===== src/rtl/qft_butterfly_pipe_if.sv =====
// Handshake bundle for qft_butterfly_pipe: butterfly input side, result side and completion count.
// Latency: none, wires only.
// Backpressure: in_ready/out_ready follow valid-ready semantics; the master drives in_* and out_ready.
interface qft_butterfly_pipe_if #(
  parameter int TOTAL_BITS = 8
);
  logic                    in_valid;
  logic                    in_ready;
  logic [2*TOTAL_BITS-1:0] in_a;
  logic [2*TOTAL_BITS-1:0] in_b;
  logic [2*TOTAL_BITS-1:0] in_w;
  logic [3:0]              in_tag;
  logic                    out_valid;
  logic                    out_ready;
  logic [2*TOTAL_BITS-1:0] out_p;
  logic [2*TOTAL_BITS-1:0] out_q;
  logic [3:0]              out_tag;
  logic [7:0]              done_count;

  modport master (
    output in_valid, in_a, in_b, in_w, in_tag, out_ready,
    input  in_ready, out_valid, out_p, out_q, out_tag, done_count
  );

  modport slave (
    input  in_valid, in_a, in_b, in_w, in_tag, out_ready,
    output in_ready, out_valid, out_p, out_q, out_tag, done_count
  );
endinterface


===== src/rtl/qft_butterfly_pipe.sv =====
// Radix-2 QFT butterfly on S3.4 complex values: p = (a + w*b)*SCALE, q = (a - w*b)*SCALE.
// Latency: 2 cycles (stage 1 holds t = w*b and a, stage 2 holds p/q), one butterfly per cycle.
// Backpressure: both stages freeze while out_valid && !out_ready; in_ready = !out_valid || out_ready.
// Optional macro QFT_BUTTERFLY_SAT_EN: saturating reductions instead of two's-complement wrap.
module qft_butterfly_pipe #(
  parameter int                            TOTAL_BITS = 8,
  parameter int                            FX_BITS    = 4,
  parameter logic signed [TOTAL_BITS-1:0]  SCALE      = 8'sd11
) (
  input logic                 clk,
  input logic                 rst,
  qft_butterfly_pipe_if.slave bus
);
  localparam int TB = TOTAL_BITS;
  localparam int WB = 2 * TOTAL_BITS;

  typedef logic signed [TB-1:0] fx_t;
  typedef logic signed [TB:0]   sum_t;
  typedef logic signed [WB-1:0] wide_t;

  localparam wide_t SAT_MAX = wide_t'((1 << (TB - 1)) - 1);
  localparam wide_t SAT_MIN = wide_t'(-(1 << (TB - 1)));

  // Narrow an intermediate back to one component: clamp when saturating, else keep low bits.
  function automatic fx_t reduce(input wide_t v);
`ifdef QFT_BUTTERFLY_SAT_EN
    if (v > SAT_MAX) begin
      reduce = fx_t'(SAT_MAX);
    end else if (v < SAT_MIN) begin
      reduce = fx_t'(SAT_MIN);
    end else begin
      reduce = fx_t'(v);
    end
`else
    reduce = fx_t'(v);
`endif
  endfunction

  // Full-width signed product, rescaled by the fractional bits, then reduced.
  function automatic fx_t fx_mul(input fx_t x, input fx_t y);
    wide_t prod;
    prod   = wide_t'(x) * wide_t'(y);
    fx_mul = reduce(prod >>> FX_BITS);
  endfunction

  // One-bit-wider add/sub so the carry is visible to the reduction.
  function automatic fx_t fx_add(input fx_t x, input fx_t y);
    sum_t s;
    s      = sum_t'(x) + sum_t'(y);
    fx_add = reduce(wide_t'(s));
  endfunction

  function automatic fx_t fx_sub(input fx_t x, input fx_t y);
    sum_t s;
    s      = sum_t'(x) - sum_t'(y);
    fx_sub = reduce(wide_t'(s));
  endfunction

  logic          en;
  logic          s1_vld_q, s1_vld_d;
  logic [WB-1:0] s1_t_q,   s1_t_d;
  logic [WB-1:0] s1_a_q,   s1_a_d;
  logic [3:0]    s1_tag_q, s1_tag_d;
  logic          out_vld_q, out_vld_d;
  logic [WB-1:0] out_p_q,   out_p_d;
  logic [WB-1:0] out_q_q,   out_q_d;
  logic [3:0]    out_tag_q, out_tag_d;
  logic [7:0]    done_cnt_q, done_cnt_d;

  fx_t b_re, b_im, w_re, w_im, t_re, t_im;
  fx_t a_re, a_im, s1t_re, s1t_im;
  fx_t p_re, p_im, q_re, q_im;

  // Butterfly arithmetic for both stages and the stall-aware next-state selection.
  always_comb begin
    en = !out_vld_q || bus.out_ready;

    b_re = $signed(bus.in_b[WB-1:TB]);
    b_im = $signed(bus.in_b[TB-1:0]);
    w_re = $signed(bus.in_w[WB-1:TB]);
    w_im = $signed(bus.in_w[TB-1:0]);
    t_re = fx_sub(fx_mul(w_re, b_re), fx_mul(w_im, b_im));
    t_im = fx_add(fx_mul(w_re, b_im), fx_mul(w_im, b_re));

    a_re   = $signed(s1_a_q[WB-1:TB]);
    a_im   = $signed(s1_a_q[TB-1:0]);
    s1t_re = $signed(s1_t_q[WB-1:TB]);
    s1t_im = $signed(s1_t_q[TB-1:0]);
    p_re   = fx_mul(fx_add(a_re, s1t_re), SCALE);
    p_im   = fx_mul(fx_add(a_im, s1t_im), SCALE);
    q_re   = fx_mul(fx_sub(a_re, s1t_re), SCALE);
    q_im   = fx_mul(fx_sub(a_im, s1t_im), SCALE);

    s1_vld_d   = s1_vld_q;
    s1_t_d     = s1_t_q;
    s1_a_d     = s1_a_q;
    s1_tag_d   = s1_tag_q;
    out_vld_d  = out_vld_q;
    out_p_d    = out_p_q;
    out_q_d    = out_q_q;
    out_tag_d  = out_tag_q;
    done_cnt_d = done_cnt_q;

    if (en) begin
      // Stage 1 takes a new butterfly, or becomes a bubble when nothing is offered.
      s1_vld_d = bus.in_valid;
      if (bus.in_valid) begin
        s1_t_d   = {t_re, t_im};
        s1_a_d   = bus.in_a;
        s1_tag_d = bus.in_tag;
      end
      // Stage 2 data only changes when a real butterfly moves in, so a drained output keeps its last value.
      out_vld_d = s1_vld_q;
      if (s1_vld_q) begin
        out_p_d   = {p_re, p_im};
        out_q_d   = {q_re, q_im};
        out_tag_d = s1_tag_q;
      end
    end

    if (out_vld_q && bus.out_ready) begin
      done_cnt_d = done_cnt_q + 8'd1;
    end
  end

  // Pipeline registers; reset discards anything in flight, stalled or not.
  always_ff @(posedge clk) begin
    if (rst) begin
      s1_vld_q   <= 1'b0;
      s1_t_q     <= '0;
      s1_a_q     <= '0;
      s1_tag_q   <= '0;
      out_vld_q  <= 1'b0;
      out_p_q    <= '0;
      out_q_q    <= '0;
      out_tag_q  <= '0;
      done_cnt_q <= '0;
    end else begin
      s1_vld_q   <= s1_vld_d;
      s1_t_q     <= s1_t_d;
      s1_a_q     <= s1_a_d;
      s1_tag_q   <= s1_tag_d;
      out_vld_q  <= out_vld_d;
      out_p_q    <= out_p_d;
      out_q_q    <= out_q_d;
      out_tag_q  <= out_tag_d;
      done_cnt_q <= done_cnt_d;
    end
  end

  assign bus.in_ready   = en;
  assign bus.out_valid  = out_vld_q;
  assign bus.out_p      = out_p_q;
  assign bus.out_q      = out_q_q;
  assign bus.out_tag    = out_tag_q;
  assign bus.done_count = done_cnt_q;
endmodule

===== src/flat_wrapper.sv =====
// flat-port wrapper written by rule: the top's interface ports become plain ports
module qft_butterfly_pipe_flat 
#(
  parameter int                            TOTAL_BITS = 8,
  parameter int                            FX_BITS    = 4,
  parameter logic signed [TOTAL_BITS-1:0]  SCALE      = 8'sd11
)
  (clk, rst, bus_in_valid, bus_in_a, bus_in_b, bus_in_w, bus_in_tag, bus_out_ready, bus_in_ready, bus_out_valid, bus_out_p, bus_out_q, bus_out_tag, bus_done_count);
  qft_butterfly_pipe_if #(.TOTAL_BITS(TOTAL_BITS)) bus_i ();
  input logic clk;
  input logic rst;
  input wire logic [$bits(bus_i.in_valid)-1:0] bus_in_valid;
  input wire logic [$bits(bus_i.in_a)-1:0] bus_in_a;
  input wire logic [$bits(bus_i.in_b)-1:0] bus_in_b;
  input wire logic [$bits(bus_i.in_w)-1:0] bus_in_w;
  input wire logic [$bits(bus_i.in_tag)-1:0] bus_in_tag;
  input wire logic [$bits(bus_i.out_ready)-1:0] bus_out_ready;
  output wire logic [$bits(bus_i.in_ready)-1:0] bus_in_ready;
  output wire logic [$bits(bus_i.out_valid)-1:0] bus_out_valid;
  output wire logic [$bits(bus_i.out_p)-1:0] bus_out_p;
  output wire logic [$bits(bus_i.out_q)-1:0] bus_out_q;
  output wire logic [$bits(bus_i.out_tag)-1:0] bus_out_tag;
  output wire logic [$bits(bus_i.done_count)-1:0] bus_done_count;
  assign bus_i.in_valid = bus_in_valid;
  assign bus_i.in_a = bus_in_a;
  assign bus_i.in_b = bus_in_b;
  assign bus_i.in_w = bus_in_w;
  assign bus_i.in_tag = bus_in_tag;
  assign bus_i.out_ready = bus_out_ready;
  assign bus_in_ready = bus_i.in_ready;
  assign bus_out_valid = bus_i.out_valid;
  assign bus_out_p = bus_i.out_p;
  assign bus_out_q = bus_i.out_q;
  assign bus_out_tag = bus_i.out_tag;
  assign bus_done_count = bus_i.done_count;
  qft_butterfly_pipe #(.TOTAL_BITS(TOTAL_BITS), .FX_BITS(FX_BITS), .SCALE(SCALE)) u_core (.clk(clk), .rst(rst), .bus(bus_i));
endmodule

===== config.mk =====
export PLATFORM = sky130hd
export DESIGN_NAME = qft_butterfly_pipe_flat
export DESIGN_NICKNAME = d
export VERILOG_FILES = /design/src/rtl/qft_butterfly_pipe_if.sv /design/src/rtl/qft_butterfly_pipe.sv /design/src/flat_wrapper.sv
export SDC_FILE = /design/constraint.sdc
export NUM_CORES = 1
export LEC_CHECK = 0
export ABC_AREA = 1
export CORE_MARGIN = 5
export CORE_UTILIZATION = 45
export DETAILED_ROUTE_END_ITERATION = 10
export HOLD_SLACK_MARGIN = 0.05
export PLACE_DENSITY_LB_ADDON = 0.3
export SYNTH_ARGS = -nofsm -noshare
export SYNTH_HDL_FRONTEND = slang
export SYNTH_SLANG_ARGS = --single-unit
export TNS_END_PERCENT = 10

===== constraint.sdc =====
create_clock -name clk -period 9.1 [get_ports clk]
set_input_delay 1.365 -clock clk [delete_from_list [all_inputs] [get_ports clk]]
set_output_delay 1.365 -clock clk [all_outputs]
set_load 0.02 [all_outputs]

# Word-level counts from Yosys, hierarchy flattened
# Cells that the tools add are included.
# totals
register_bits,82
out_inout_bits,46
word_cells,29
# op_classes
addsub,7
mul,8
reduce_logical,5
# ops
cell,n
$mul 8x5->12 const B,4
$mul 8x8->12,4
$add 8x8->8,3
$sub 8x8->8,3
$add 8x1->8 const B,1
$reduce_and 2->1,2
$logic_and 1x1->1,1
$logic_not 1->1,1
$logic_or 1x1->1,1

# Longest topological paths before layout
# depth
word_depth,3
depth_mapped,36

# Worst setup path after synthesis
# OpenSTA, ideal clock, no wires.
# synth_path
path_type,input to register
from,input port bus_in_b[5]
to,register u_core.s1_t_q[15]
setup_ns,0.129
arrival_ns,6.093
path_slack_ns,2.879
path_stages,29
n_path_buf,2
path_cell_list,buf_2 clkbuf_1 nand2_1 fa_1 fa_1 inv_1 fa_1 inv_1 fa_1 inv_1 ha_1 a21oi_1 o21ai_0 nand2_1 nand2_1 a21oi_1 xor2_1 ha_1 a21o_1 nor2_1 nand2_1 nand2_1 nand2_1 nand3_1 nand2_1 inv_1 nand2_1 nand2_1 a21oi_1
# synth_via
elab_chain_cells,2
# synth_rtl
element,line_no,text
start: declaration,flat_wrapper.sv:14,input wire logic [$bits(bus_i.in_b)-1:0] bus_in_b;
$mul 8x8->12,qft_butterfly_pipe.sv:42,prod = wide_t'(x) * wide_t'(y);
$sub 8x8->8,qft_butterfly_pipe.sv:55,s = sum_t'(x) - sum_t'(y);
end signal: assignment,qft_butterfly_pipe.sv:140,s1_t_q <= s1_t_d;
end: declaration,qft_butterfly_pipe.sv:61,"logic [WB-1:0] s1_t_q, s1_t_d;"
# Every way passes these cells.
# A chain may end at the register's enable or synchronous reset.

# Final worst setup path
# layout_path
from,input port bus_in_b[3]
to,register u_core.s1_t_q[7]
# layout_via
elab_chain_cells,2
# layout_rtl
element,line_no,text
$mul 8x8->12,qft_butterfly_pipe.sv:42,
$add 8x8->8,qft_butterfly_pipe.sv:49,s = sum_t'(x) + sum_t'(y);
# Every way passes these cells.

==> impl_metrics.toml <==
[final_layout]
nFillCells = 3405
finish.utilization_pct = 50.4
nNetsFinal = 2728
antennaDiodeCount = 0
drive_gt1_share_pct = 2.64
syn2layout_area_growth_pct = 10.3

[synth]
avgSynthCellArea_um2 = 6.82
synth_nets = 2683
syn_area_um2 = 15400
post_synth_inst_count = 2258
synth_largest_area_cell = "fa_1"
ys_warn_count = 0
ys_seq_area_share_pct = 10.7
synth_area_leaders = "fa_1 (22%), ha_1 (16%), inv_1 (15%)"
yosysUniqueCellTypes = 45
synth_top_area_share_pct = 21.6
async_flop_share_pct = 0
synth_flop_cell = "dfxtp_1"
synth_edf_count = 0
ys_ff_latch = 82

[cts]
clkLatencyLatePin_ps = 330
cts_sinks = 82
cts_resized = 0
h-tree-depth = 3
postCtsSetupRepairBufs = 0
cts-root-buf = "clkbuf_16"
cts_tree = "done"
cts_buffers = 9
holdBufCountCts = 0
clkTransAtPathRegs_ps = 60
cts_max_path_buffers = 2

[worst_setup_path]
critPathMaxFanout = 18
worstPathRequired_ps = 9340
cp_num_buf_inv = 8
worstPathArrival_ps = 7180
worstSetupStartpointType = "primary input"
crit_type = "in2reg"
crit_slowest_cell = "clkdlybuf4s50_1"
end_kind = "register"
path_delay_family = "adder cells"
max_stage_delay_ps = 820
critPathMostFrequentCell = "nand2_1"

[drt]
drt-wirelength-per-cell_um = 13.2
wl_met3_um = 1730
wl_um = 36400
wl_met1_um = 17000
highest_layer = "met4"
via_per_inst = 4.75
first_pass_iters = 5
drtIter0Drc = 539
dr_wl_met2_um = 16800
vias = 13100
drtAntennaViolNets = 0
drc = 0

[global_routing]
grt_first_pass_wirelength_um = 62000
grt_pass1_vias = 13300
grt_max_degree = 57
grt_antenna_before_repair = 0
grt_usage_pct = 19.2
grt.overflow.total = 0

[die]
initial_utilization_pct = 45.7
die_w_um = 195
fp.dieH_um = 195
die_area_um2 = 38000
fp-row-count = 67
ios = 102
core-area_um2 = 33700

[run_status]
status = "complete, no violations"

[timing]
tns_ps = 0
finalMaxSlewViolations = 0
rsz0062_at_grt = "no"
worst_pin_slew_ps = 847
finClkSkew_ps = 5.75
timing.fmax_mhz = 144
setup_viol = 0
layout_min_cycle_time_ps = 6940
holdWs_ps = 468
hold_viol = 0
max_slew_margin_pct = 43.3
period_share_pct = 76.3

[job]
cap_violations = 0

[min_path]
worst_hold_path_type = "reg2reg"

[placed_design]
place_congestion = 0.916
hpwl_um = 30200
numPortBuffers = 101
==> tightest hold or removal path: cells and delay by family, from the launching register on <==
| kind | cells | cell delay, ps |
|---|---|---|
| simple gates | 1 | 60 |
| compound gates | 1 | 50 |
| flops | 1 | 310 |
==> sequential cells by signal, summed over array words and instances (netlist names) <==
register and flops:
u_core.s1_a_q 16, u_core.bus.out_q 16, u_core.s1_vld_q 1, u_core.bus.out_valid 1, u_core.bus.out_p 16, u_core.bus.done_count 8
u_core.s1_t_q 16, u_core.s1_tag_q 4, u_core.bus.out_tag 4
==> final timing paths <==
path,from,end,slack [ps],cells after the start
min,u_core.s1_vld_q,u_core.s1_vld_q,470,2
max reg2reg,u_core.s1_t_q[2],u_core.bus.out_p[7],4830,22
min reg2reg,u_core.s1_vld_q,u_core.s1_vld_q,470,2
max,bus_in_b[3],u_core.s1_t_q[7],2160,31
==> Yosys cell counts, drive strengths merged (12+ instances only) <==
cell type and number:
a21oi 91, buf 27, clkbuf 45, dfxtp 82
fa 166, ha 203, inv 623, nand2 543
nand3 88, nor2 142, nor3 12, o21ai 89
xnor2 20, xor2 61
==> area by class of cell <==
class                           instances  area (um^2)  share of cell area, %
Clock buffer                           10          239                   1.41
Timing Repair Buffer                  106         1050                   6.17
Multi-Input combinational cell       1480        11100                   65.3
Tap cell                              448          561                   3.30
Inverter                              624         2350                   13.8
Sequential cell                        82         1640                   9.66
Clock inverter                          6         65.1                  0.383
==> routing by layer <==
layer  track usage, %  vias to the layer above
li1                 -                     6779
met1             25.2                     6013
met2             33.7                      272
met3             2.65                       37
met4             4.76                        0
met5                0                        -
==> through the flow <==
step	worst slack [ps]	instance area [um^2]	std cells
4_1_cts	2140	17000	2756
3_3_place_gp	2010	16700	2740
6_report	2160	17000	2756
3_5_place_dp	1780	16700	2740
2_1_floorplan	2880	15400	2258
5_1_grt	1610	17000	2756
==> kinds of logic after synthesis <==
group	Yosys count	share of synthesized area [%]
flops	82	10.7
buf+inv	696	17.4
xor+xnor	81	4.60
compound gates	217	7.71
simple gates	813	21.6
fa+ha+maj	369	38.1
==> layout by cell type, fill, tap and decap left out, types with 7 or more instances in the layout <==
cell and instances:
a21o_1 9, a21oi_1 87, a31oi_1 9, clkbuf_16 9
clkdlybuf4s50_1 101, dfxtp_1 82, fa_1 166, ha_1 203
inv_1 609, inv_2 12, nand2_1 530, nand2_2 12
nand3_1 86, nand3b_1 11, nand4_1 11, nor2_1 140
nor3_1 11, o211ai_1 7, o21ai_0 80, o21ai_1 9
xnor2_1 20, xor2_1 61
Power is left out: the tool's default activity adds up to more than one toggle a clock period on the data nets, which glitch-free logic cannot reach.
